`config.mk`:
```
export PLATFORM = sky130hd
export DESIGN_NAME = product_accumulator
export DESIGN_NICKNAME = d
export VERILOG_FILES = /design/src/rtl/product_accumulator.sv
export SDC_FILE = /design/constraint.sdc
export NUM_CORES = 1
export LEC_CHECK = 0
export CAP_MARGIN = 20
export CORE_MARGIN = 2
export CORE_UTILIZATION = 51
export CTS_CLUSTER_SIZE = 8
export DETAILED_ROUTE_END_ITERATION = 7
export MAX_ROUTING_LAYER = met4
export PLACE_DENSITY = 0.76
export SLEW_MARGIN = 10
export SYNTH_ARGS = -nofsm -noshare
export SYNTH_HDL_FRONTEND = slang
export SYNTH_SLANG_ARGS = --single-unit
```
`constraint.sdc`:
```
create_clock -name clk -period 2.1 [get_ports clk]
set_input_delay 0.315 -clock clk [delete_from_list [all_inputs] [get_ports clk]]
set_output_delay 0.315 -clock clk [all_outputs]
set_load 0.01 [all_outputs]
```
`src/rtl/product_accumulator.sv`:
```
`default_nettype none
// ============================================================================
// Module      : product_accumulator
// Description : Sums LEN consecutive PW-bit multiplier products into one AW-bit
//               frame result with valid/ready on both sides and a per-frame
//               overflow flag. Define PACC_SATURATE_EN to clamp on overflow
//               instead of wrapping.
// Revision    : 1.0 - initial release
// ============================================================================
module product_accumulator #(
  parameter int PW  = 8,   // product width
  parameter int AW  = 12,  // accumulator width, AW >= PW
  parameter int LEN = 4,   // products per frame, LEN >= 1
  localparam int CW = $clog2(LEN + 1)
) (
  input  logic          clk,
  input  logic          reset,
  input  logic          clear,
  input  logic [PW-1:0] prod_in,
  input  logic          prod_valid,
  output logic          prod_ready,
  output logic [AW-1:0] sum_out,
  output logic          sum_valid,
  input  logic          sum_ready,
  output logic          sum_ovf,
  output logic [CW-1:0] beat_cnt
);

  localparam logic [CW-1:0] LAST_BEAT = CW'(LEN - 1);

  typedef enum logic [0:0] {
    ST_ACCUM = 1'b0,
    ST_HOLD  = 1'b1
  } state_t;

  state_t        state_q,      state_d;
  logic [AW-1:0] acc_q,        acc_d;
  logic [CW-1:0] beat_cnt_q,   beat_cnt_d;
  logic          ovf_sticky_q, ovf_sticky_d;
  logic [AW-1:0] sum_out_q,    sum_out_d;
  logic          sum_valid_q,  sum_valid_d;
  logic          sum_ovf_q,    sum_ovf_d;

  logic [AW:0]   sum_w;
  logic          carry_w;
  logic [AW-1:0] acc_next_w;

  always_comb begin
    sum_w   = {1'b0, acc_q} + (AW+1)'(prod_in);
    carry_w = sum_w[AW];
`ifdef PACC_SATURATE_EN
    // Once clamped, acc is all-ones, so any later non-zero add carries again
    // and a zero add leaves it unchanged: the clamp persists for the frame.
    acc_next_w = carry_w ? {AW{1'b1}} : sum_w[AW-1:0];
`else
    acc_next_w = sum_w[AW-1:0];
`endif
  end

  always_comb begin
    state_d      = state_q;
    acc_d        = acc_q;
    beat_cnt_d   = beat_cnt_q;
    ovf_sticky_d = ovf_sticky_q;
    sum_out_d    = sum_out_q;
    sum_valid_d  = sum_valid_q;
    sum_ovf_d    = sum_ovf_q;

    if (clear) begin
      // Frame abort masks any handshake; sum_out keeps its last value.
      state_d      = ST_ACCUM;
      acc_d        = '0;
      beat_cnt_d   = '0;
      ovf_sticky_d = 1'b0;
      sum_valid_d  = 1'b0;
      sum_ovf_d    = 1'b0;
    end else begin
      case (state_q)
        ST_ACCUM: begin
          if (prod_valid) begin
            if (beat_cnt_q == LAST_BEAT) begin
              sum_out_d    = acc_next_w;
              sum_ovf_d    = ovf_sticky_q | carry_w;
              sum_valid_d  = 1'b1;
              acc_d        = '0;
              beat_cnt_d   = '0;
              ovf_sticky_d = 1'b0;
              state_d      = ST_HOLD;
            end else begin
              acc_d        = acc_next_w;
              ovf_sticky_d = ovf_sticky_q | carry_w;
              beat_cnt_d   = beat_cnt_q + CW'(1);
            end
          end
        end
        ST_HOLD: begin
          if (sum_ready) begin
            sum_valid_d = 1'b0;
            state_d     = ST_ACCUM;
          end
        end
        default: state_d = ST_ACCUM;
      endcase
    end
  end

  always_ff @(posedge clk or negedge reset) begin
    if (!reset) begin
      state_q      <= ST_ACCUM;
      acc_q        <= '0;
      beat_cnt_q   <= '0;
      ovf_sticky_q <= 1'b0;
      sum_out_q    <= '0;
      sum_valid_q  <= 1'b0;
      sum_ovf_q    <= 1'b0;
    end else begin
      state_q      <= state_d;
      acc_q        <= acc_d;
      beat_cnt_q   <= beat_cnt_d;
      ovf_sticky_q <= ovf_sticky_d;
      sum_out_q    <= sum_out_d;
      sum_valid_q  <= sum_valid_d;
      sum_ovf_q    <= sum_ovf_d;
    end
  end

  assign prod_ready = (state_q == ST_ACCUM);
  assign sum_out    = sum_out_q;
  assign sum_valid  = sum_valid_q;
  assign sum_ovf    = sum_ovf_q;
  assign beat_cnt   = beat_cnt_q;

endmodule
`default_nettype wire

```
Word-level counts from Yosys, hierarchy flattened
Index checks and enable logic that the tools add are counted.
- $add $sub $neg: 2
- equal/unequal tests: 5
- muxes and demuxes: 26
- bitwise gates (word level): 3
- reduce and logical (&&, ||, !) cells: 6
- operators with widths (operator ; number):
    12-bit 2-to-1 mux ; 4
    1-bit 2-to-1 mux ; 16
    12-bit by 8-bit adder with 13-bit output ; 1
    3-bit 2-to-1 mux ; 4
    3-bit inequality test, second input constant ; 2
    3-bit AND reduction ; 2
    1-bit case mux with 2 select lines ; 2
    4-bit AND reduction ; 1
    2-bit nonzero test ; 2
    3-bit by 1-bit adder with 3-bit output, second input constant ; 1
    3-bit by 2-bit == test with 1-bit output, second input constant ; 1
    3-bit by 2-bit inequality test with 1-bit output, second input constant ; 1
    2-bit inequality test, second input constant ; 1
    1-bit NOT ; 2
    2-bit AND reduction ; 1
    1-bit OR ; 1
- bits in registers: 31
- input bits: 13
- output and inout bits: 18
- word-level logic and storage cells: 49

Longest topological paths before layout
Gate-level depths: netlist of run 1.
- depth after elaboration: 6
- mapped depth: 8
- gate-level depth less buffers: 8

Worst setup path before layout of run 1
OpenSTA, ideal clock, no wires.
- path kind: reg-to-reg
- from: register acc_q[0]
- to: register sum_out_q[6] (netlist: sum_out[6])
- setup time: 125 ps
- data arrival time: 1751 ps
- data required time: 1975 ps
- setup slack: 224 ps
- cell stages (with the launch flop): 9
- buffers on the path: 0
- clock period less this slack: 1876 ps
- cells stage by stage: dfrtp_1 > ha_1 > inv_1 > fa_1 > nand2b_1 > a21oi_1 > nor2b_1 > xnor2_1 > mux2_2
- longest elaborated chain between the ends: 1
- ends and longest elaborated chain (element ; RTL line ; text):
    start, declared ; 37 ; logic [AW-1:0] acc_q, acc_d;
    start signal, assigned ; 110 ; acc_q <= '0;
    start signal, assigned ; 118 ; acc_q <= acc_d;
    12-bit by 8-bit adder with 13-bit output ; 49 ; sum_w = {1'b0, acc_q} + (AW+1)'(prod_in);
    end signal, assigned ; 121 ; sum_out_q <= sum_out_d;
    end, declared ; 40 ; logic [AW-1:0] sum_out_q, sum_out_d;
No other way between the ends.
A chain may end at the register's enable or synchronous reset.

Worst setup path in the final report of run 1
- from: input prod_in[0]
- to: register sum_out_q[4] (netlist: sum_out[4])
- longest elaborated chain between the ends: 1
- ends and longest elaborated chain (element ; RTL line ; text):
    start, declared ; 19 ; input logic [PW-1:0] prod_in,
    12-bit by 8-bit adder with 13-bit output ; 49 ;
No other way between the ends.

==> impl_metrics.ini, run 1 <==
[pwr]
switching_share_pct = 30.4
cellLeakagePower_uw = 0.000969
power.clock.fraction_pct = 25.8
p_int_uw = 1100
power_frac_comb_pct = 30.2
power_density_nw_per_um2 = 730
sequentialPowerShare_pct = 44.0
ir_drop_mv = 0.458
power.switching_uw = 480

[drt]
drt_iter0_markers = 64
via_per_inst = 5.46
firstDrtPassIters = 4
vias = 1354
wl_mm = 3.72
wl_per_cell_um = 15.0
drt_drc_violations_left = 0
antenna_left = 0

[logic_synthesis]
syn_avg_cell_area_sq_um = 10.3
synth_top_cell_by_area = dfrtp_1
yosysSeqAreaShare_pct = 47.3
syn-num-nets = 182
synth_seq_cells = 31
synth_cells = 159
synth.area.top_cells = dfrtp_1, ha_1, a21oi_1
yosysUniqueCellTypes = 34
yosysWarnings = 0
yosys.area.top_type_share_pct = 47.3
synth_area_sq_um = 1640

[cells_and_area]
nNetsFinal = 226
final_area_sq_um = 2170
layout.cells.non_filler = 248
insertedDiodeCount = 0
synthToLayoutAreaGrowth_pct = 31.9
drive_gt1_share_pct = 18.6

[timing]
fin_crit_ps = 2000
fmax_ghz = 0.501
setup_ws_ps = 105
setup-violations-final = 0
fin_crit_sh_pct = 95.0
worstMarginPinSlew_ps = 932
rsz0062_at_grt = false
holdWs_ps = 364
finClkSkew_ps = 7.91
hold_viol_final = 0
maxSlewViolCount = 0
max_slew_margin_pct = 37.6

[critical_path]
critPathLaunch = prod_in[0]
ff2ff_path_depth = 9
reg2reg_from = acc_q[0]
slowest_delay_ps = 470
criticalPathCategory = primary input to register
worstPathCellList = clkdlybuf4s50_1 -> ha_2 -> inv_1 -> fa_2 -> nand2b_4 -> buf_4 -> nand2b_1 -> a21oi_1 -> xnor2_1 -> mux2_2
critical-path-slowest-cell = clkdlybuf4s50_1
critical_path_arrival_ps = 2220
r2r_slack_ps = 180
worstPathRequired_ps = 2320
r2r-end = sum_out[4]
cp-end-kind = register
cp_max_fo = 2
critPathLaunchType = primary input

[grt]
antenna_found_initial = 0
grt.overflow.total = 0
grt_pass1_wl_mm = 6.24
grt_pass1_vias = 1384
grt.total_usage_pct = 24.1
grt_max_degree = 32

[floorplan]
die_y_um = 60.7
die_w_um = 60.7
start_util_pct = 53.8
placementRows = 20
io_pins = 31
dieArea_sq_um = 3690
core_area_sq_um = 3050

[run_status]
outcome = finished clean

[placed_design]
place_ws_ps = -373
place.gp.congestion = 0.828
dp_hpwl_mm = 2.74
placedCellCount = 240
post_dp_cell_area_sq_um = 2070
numPortBuffers = 30

[cts]
clk_latency_ps = 340
clock_path_buffers = 2
clkSlewWorstSetupHoldPaths_ps = 100
root_buffer = clkbuf_4
cts_max_level = 2
cts_sinks = 31
cts-buffers-inserted = 5
cts_hold_buf = 0
cts_tree = yes

[flow_run]
drv_cap = 0

[hold_path]
min_path_type = primary input to async pin
[kinds of logic (layout without fill, tap and decap cells)]
family          count (synthesis)  in the layout  synth area share, %
xor+xnor                       10             10                 5.34
mux                             7              7                 4.73
fa+ha+maj                      10             10                 8.08
buf+inv                        12             57                 2.90
compound gates                 50             50                 19.9
simple gates                   39             39                 11.8
flops                          31             31                 47.3
[area by class of cell]
cell class              instances  area [sq um]
fillers                       239           887
multi-input cells             116           846
flip-flops and latches         31           776
repair buffers                 42           390
clock buffers                   7          65.1
well taps                      44          55.1
inverters                       7          26.3
clock inverters                 1          7.51
[power by group through the flow]
stage	Sequential, uW	Clock [uW]	Combinational, uW
2_1_floorplan	718	0	240
3_3_place_gp	702	0	447
3_5_place_dp	707	0	460
4_1_cts	696	421	467
5_1_grt	703	447	525
6_report	695	408	478
[worst max path at each step]
| stage | cells after the start | slack, ps | to |
|---|---|---|---|
| floorplan | 8 | 220 | sum_out[6] |
| global placement | 9 | -270 | sum_out[6] |
| detailed placement | 9 | -370 | acc_q[8] |
| CTS | 9 | 30 | acc_q[8] |
| global route | 10 | 50 | sum_out[4] |
| finish | 10 | 100 | sum_out[4] |
[worst max-delay path, delay by kind of cell]
kind                       cells  cell delay [ps]
AOI/OAI and AO/OA              1               70
xor gates and xnor gates       1              150
adders and majority gates      2              550
buffers and inverters          3              660
muxes                          1              260
and+or+nand+nor                2              210
[layout by cell type (no fill, tap or decap), drive strengths merged, types with 2 or more instances in the layout]
cell type / instances
o211ai: 3
clkbuf: 7
o21ai: 14
buf: 12
mux2: 6
xnor2: 7
nor2b: 3
dfrtp: 31
ha: 9
nand3: 2
or3: 3
clkdlybuf4s50: 30
xor2: 3
inv: 7
nand2b: 6
a21oi: 17
a31oi: 3
nor2: 6
a22o: 6
nand2: 16
a21o: 2
nor3: 2
[state kept, by name, summed over array words and instances, names as in the netlist]
| signal | count |
|---|---|
| acc_q | 12 |
| sum_out | 12 |
| beat_cnt | 3 |
| ovf_sticky_q | 1 |
| state_q | 1 |
| sum_ovf | 1 |
| sum_valid | 1 |
[synth_stat cells]
master,count
or2_0,1
a21o_1,2
nor2b_1,3
nor3_2,1
nor3_1,1
nand2_1,16
a31oi_1,3
a21oi_2,1
nand3_1,1
dfrtp_1,31
xnor2_1,7
xor2_1,3
a22o_1,6
o22ai_1,1
o211ai_1,1
buf_2,2
nand3_2,1
o31ai_1,1
nor2_1,6
a211oi_2,1
o2111ai_2,1
mux2_2,6
o21ai_0,5
o21a_1,1
o211ai_2,2
o21ai_1,9
nand2b_1,6
inv_1,7
mux2i_1,1
ha_1,9
fa_1,1
clkbuf_1,3
a21oi_1,16
or3_1,3
[routing by layer]
metal	track usage, %	vias to the layer above	routed length (um)
met5	-	-	0
met4	6.21	0	22
met3	6.40	4	182
met2	38.6	36	1880
met1	30.5	663	1640
li1	-	651	-
[through the flow]
step           setup TNS (ps)  utilization, %  power [uW]
2_1_floorplan               0               -         958
4_1_cts                     0            70.2        1580
3_3_place_gp            -2510            67.7        1150
3_5_place_dp            -3580            67.7        1170
5_1_grt                     0            70.9        1670
6_report                    0            70.9        1580
[what timing repair did]
action,in CTS,in global routing
setup buffers,0,0
endpoints found under the setup margin,1,9
pin swaps,0,2
resized for setup,1,5
Note: power is estimated with default switching activity, not from simulation.
==> run 2: changes to the inputs <==
Settings changed: CTS_BUF_LIST from default to sky130_fd_sc_hd__clkbuf_16.
==> run 2 against run 1 <==
Via count rose by 0.59%. Sequential cell count did not move. Fmax fell by 2.5%. Non-clock buffer count rose by 1. Hold slack improved by 79 ps. Sequential power barely moved. Clock-buffer cell count fell by 2. Combinational power rose by 2%.
==> impl_metrics.ini, run 2 (synthesis gave the netlist of run 1 again) <==
[cts]
cts_sinks = 31
cts_hold_buf = 0
clock_path_buffers = 2
root_buffer = clkbuf_16
clkSlewWorstSetupHoldPaths_ps = 50
cts_max_level = 2
cts_tree = yes
cts-buffers-inserted = 5
clk_latency_ps = 270

[cells_and_area]
drive_gt1_share_pct = 18.5
final_cell_mix = dfrtp_1, clkdlybuf4s50_1, nand2_1, a21oi_1, buf_4
num-fill-cells = 220
multi_input_area_sq_um = 857
nNetsFinal = 227
layout.cells.non_filler = 249
final_area_sq_um = 2250
final_common_cell = dfrtp_1
seq_area_sq_um = 776
insertedDiodeCount = 0
synthToLayoutAreaGrowth_pct = 37.2

[timing]
hold_viol_final = 0
fmax_ghz = 0.489
max_slew_margin_pct = 40.9
fin_crit_ps = 2050
worstMarginPinSlew_ps = 883
maxSlewViolCount = 0
rsz0062_at_grt = true
setup-violations-final = 0
fin_crit_sh_pct = 97.4
setup_ws_ps = 53.9
finClkSkew_ps = 4.11

[drt]
antenna_left = 0
drt_iter0_markers = 44
vias = 1362
firstDrtPassIters = 4
via_per_inst = 5.47
wl_mm = 3.83
drt_drc_violations_left = 0
wl_per_cell_um = 15.4

[run_status]
outcome = finished clean

[critical_path]
ff2ff_path_depth = 8
cp-endpoint = sum_out[4]
critical_path_arrival_ps = 2200
r2r_slack_ps = 150
reg2reg_from = acc_q[0]
r2r-end = sum_out[7]
worstPathRequired_ps = 2260
cp_max_fo = 2
critPathLaunch = prod_in[0]
cp-end-kind = register
criticalPathCategory = primary input to register
critPathLaunchType = primary input

[hold_path]
min_path_type = primary input to async pin

[grt]
grt_pass1_vias = 1408
grt_max_degree = 32
grt.overflow.total = 0
grt.total_usage_pct = 25.0
grt_pass1_wl_mm = 6.37
antenna_found_initial = 0

[floorplan]
die_y_um = 60.7
placementRows = 20
die_w_um = 60.7
core_area_sq_um = 3050
start_util_pct = 53.8
dieArea_sq_um = 3690
io_pins = 31

[pwr]
power_uw = 1860
power_density_nw_per_um2 = 827
ir_drop_mv = 0.836
cellLeakagePower_uw = 0.00101

[placed_design]
dp_hpwl_mm = 2.74
post_dp_cell_area_sq_um = 2070
place.gp.congestion = 0.828
placedCellCount = 240
place_ws_ps = -373
numPortBuffers = 30

[flow_run]
drv_cap = 0
==> run 2: changes by cell type in the layout (fill, tap and decap cells not counted), moves of 2 or more <==
cell	before	now
clkbuf_16	0	5
clkinv_1	0	2
clkbuf_8	2	0
clkbuf_4	5	0
==> run 2: worst min-delay path by stage <==
stage             endpoint  slack [ps]  cells past startpoint
2_1_floorplan     acc_q[0]          20                      0
3_3_place_gp    sum_out[2]         460                      2
3_5_place_dp   sum_out[10]         480                      2
4_1_cts         sum_out[3]         450                      2
5_1_grt           acc_q[4]         480                      2
6_report          acc_q[1]         440                      2
==> run 2: power breakdown <==
part | leakage [uW] | internal, uW | switching, uW
Clock | 0.0000649 | 429 | 247
Combinational | 0.000519 | 252 | 236
Sequential | 0.000423 | 660 | 37.8
Total | 0.00101 | 1340 | 520
==> run 2: repair_timing <==
action / 4_1_cts / 5_1_grt
gates resized for setup: 5 / 3
pin swaps: 2 / 1
setup buffers: 1 / 0
setup endpoints to repair: 9 / 8
==> run 2: metrics by stage <==
step,hold slack [ps],util [%],setup TNS [ps]
final,443,73.8,0
after global placement,464,67.7,-2510
after floorplan,19.4,-,0
after global routing,479,73.8,-18.3
after CTS,449,73.3,0
after detailed placement,484,67.7,-3580
==> run 2: area by class of cell <==
class	instances	area share [%]
multi-input combinational	116	38.1
sequential	31	34.4
timing repair buffer	43	17.7
clock buffer	5	5.56
tap	44	2.44
inverter	7	1.17
clock inverter	3	0.667
==> run 2: layer usage <==
metal	vias up	routed length, um	part of all wire [%]	track usage (%)
li1	653	-	-	-
met1	666	1670	43	30.0
met2	37	1940	51	39.5
met3	6	172	4.5	7.46
met4	0	56	1.5	10.2
met5	-	0	0	-
==> run 2: critical path: stages <==
cell             delay (ps)
clkdlybuf4s50_1         470
ha_2                    200
inv_1                    60
fa_2                    340
nand2b_4                160
buf_4                   130
nand2b_1                 50
a21oi_1                  70
xnor2_1                 150
mux2_2                  260
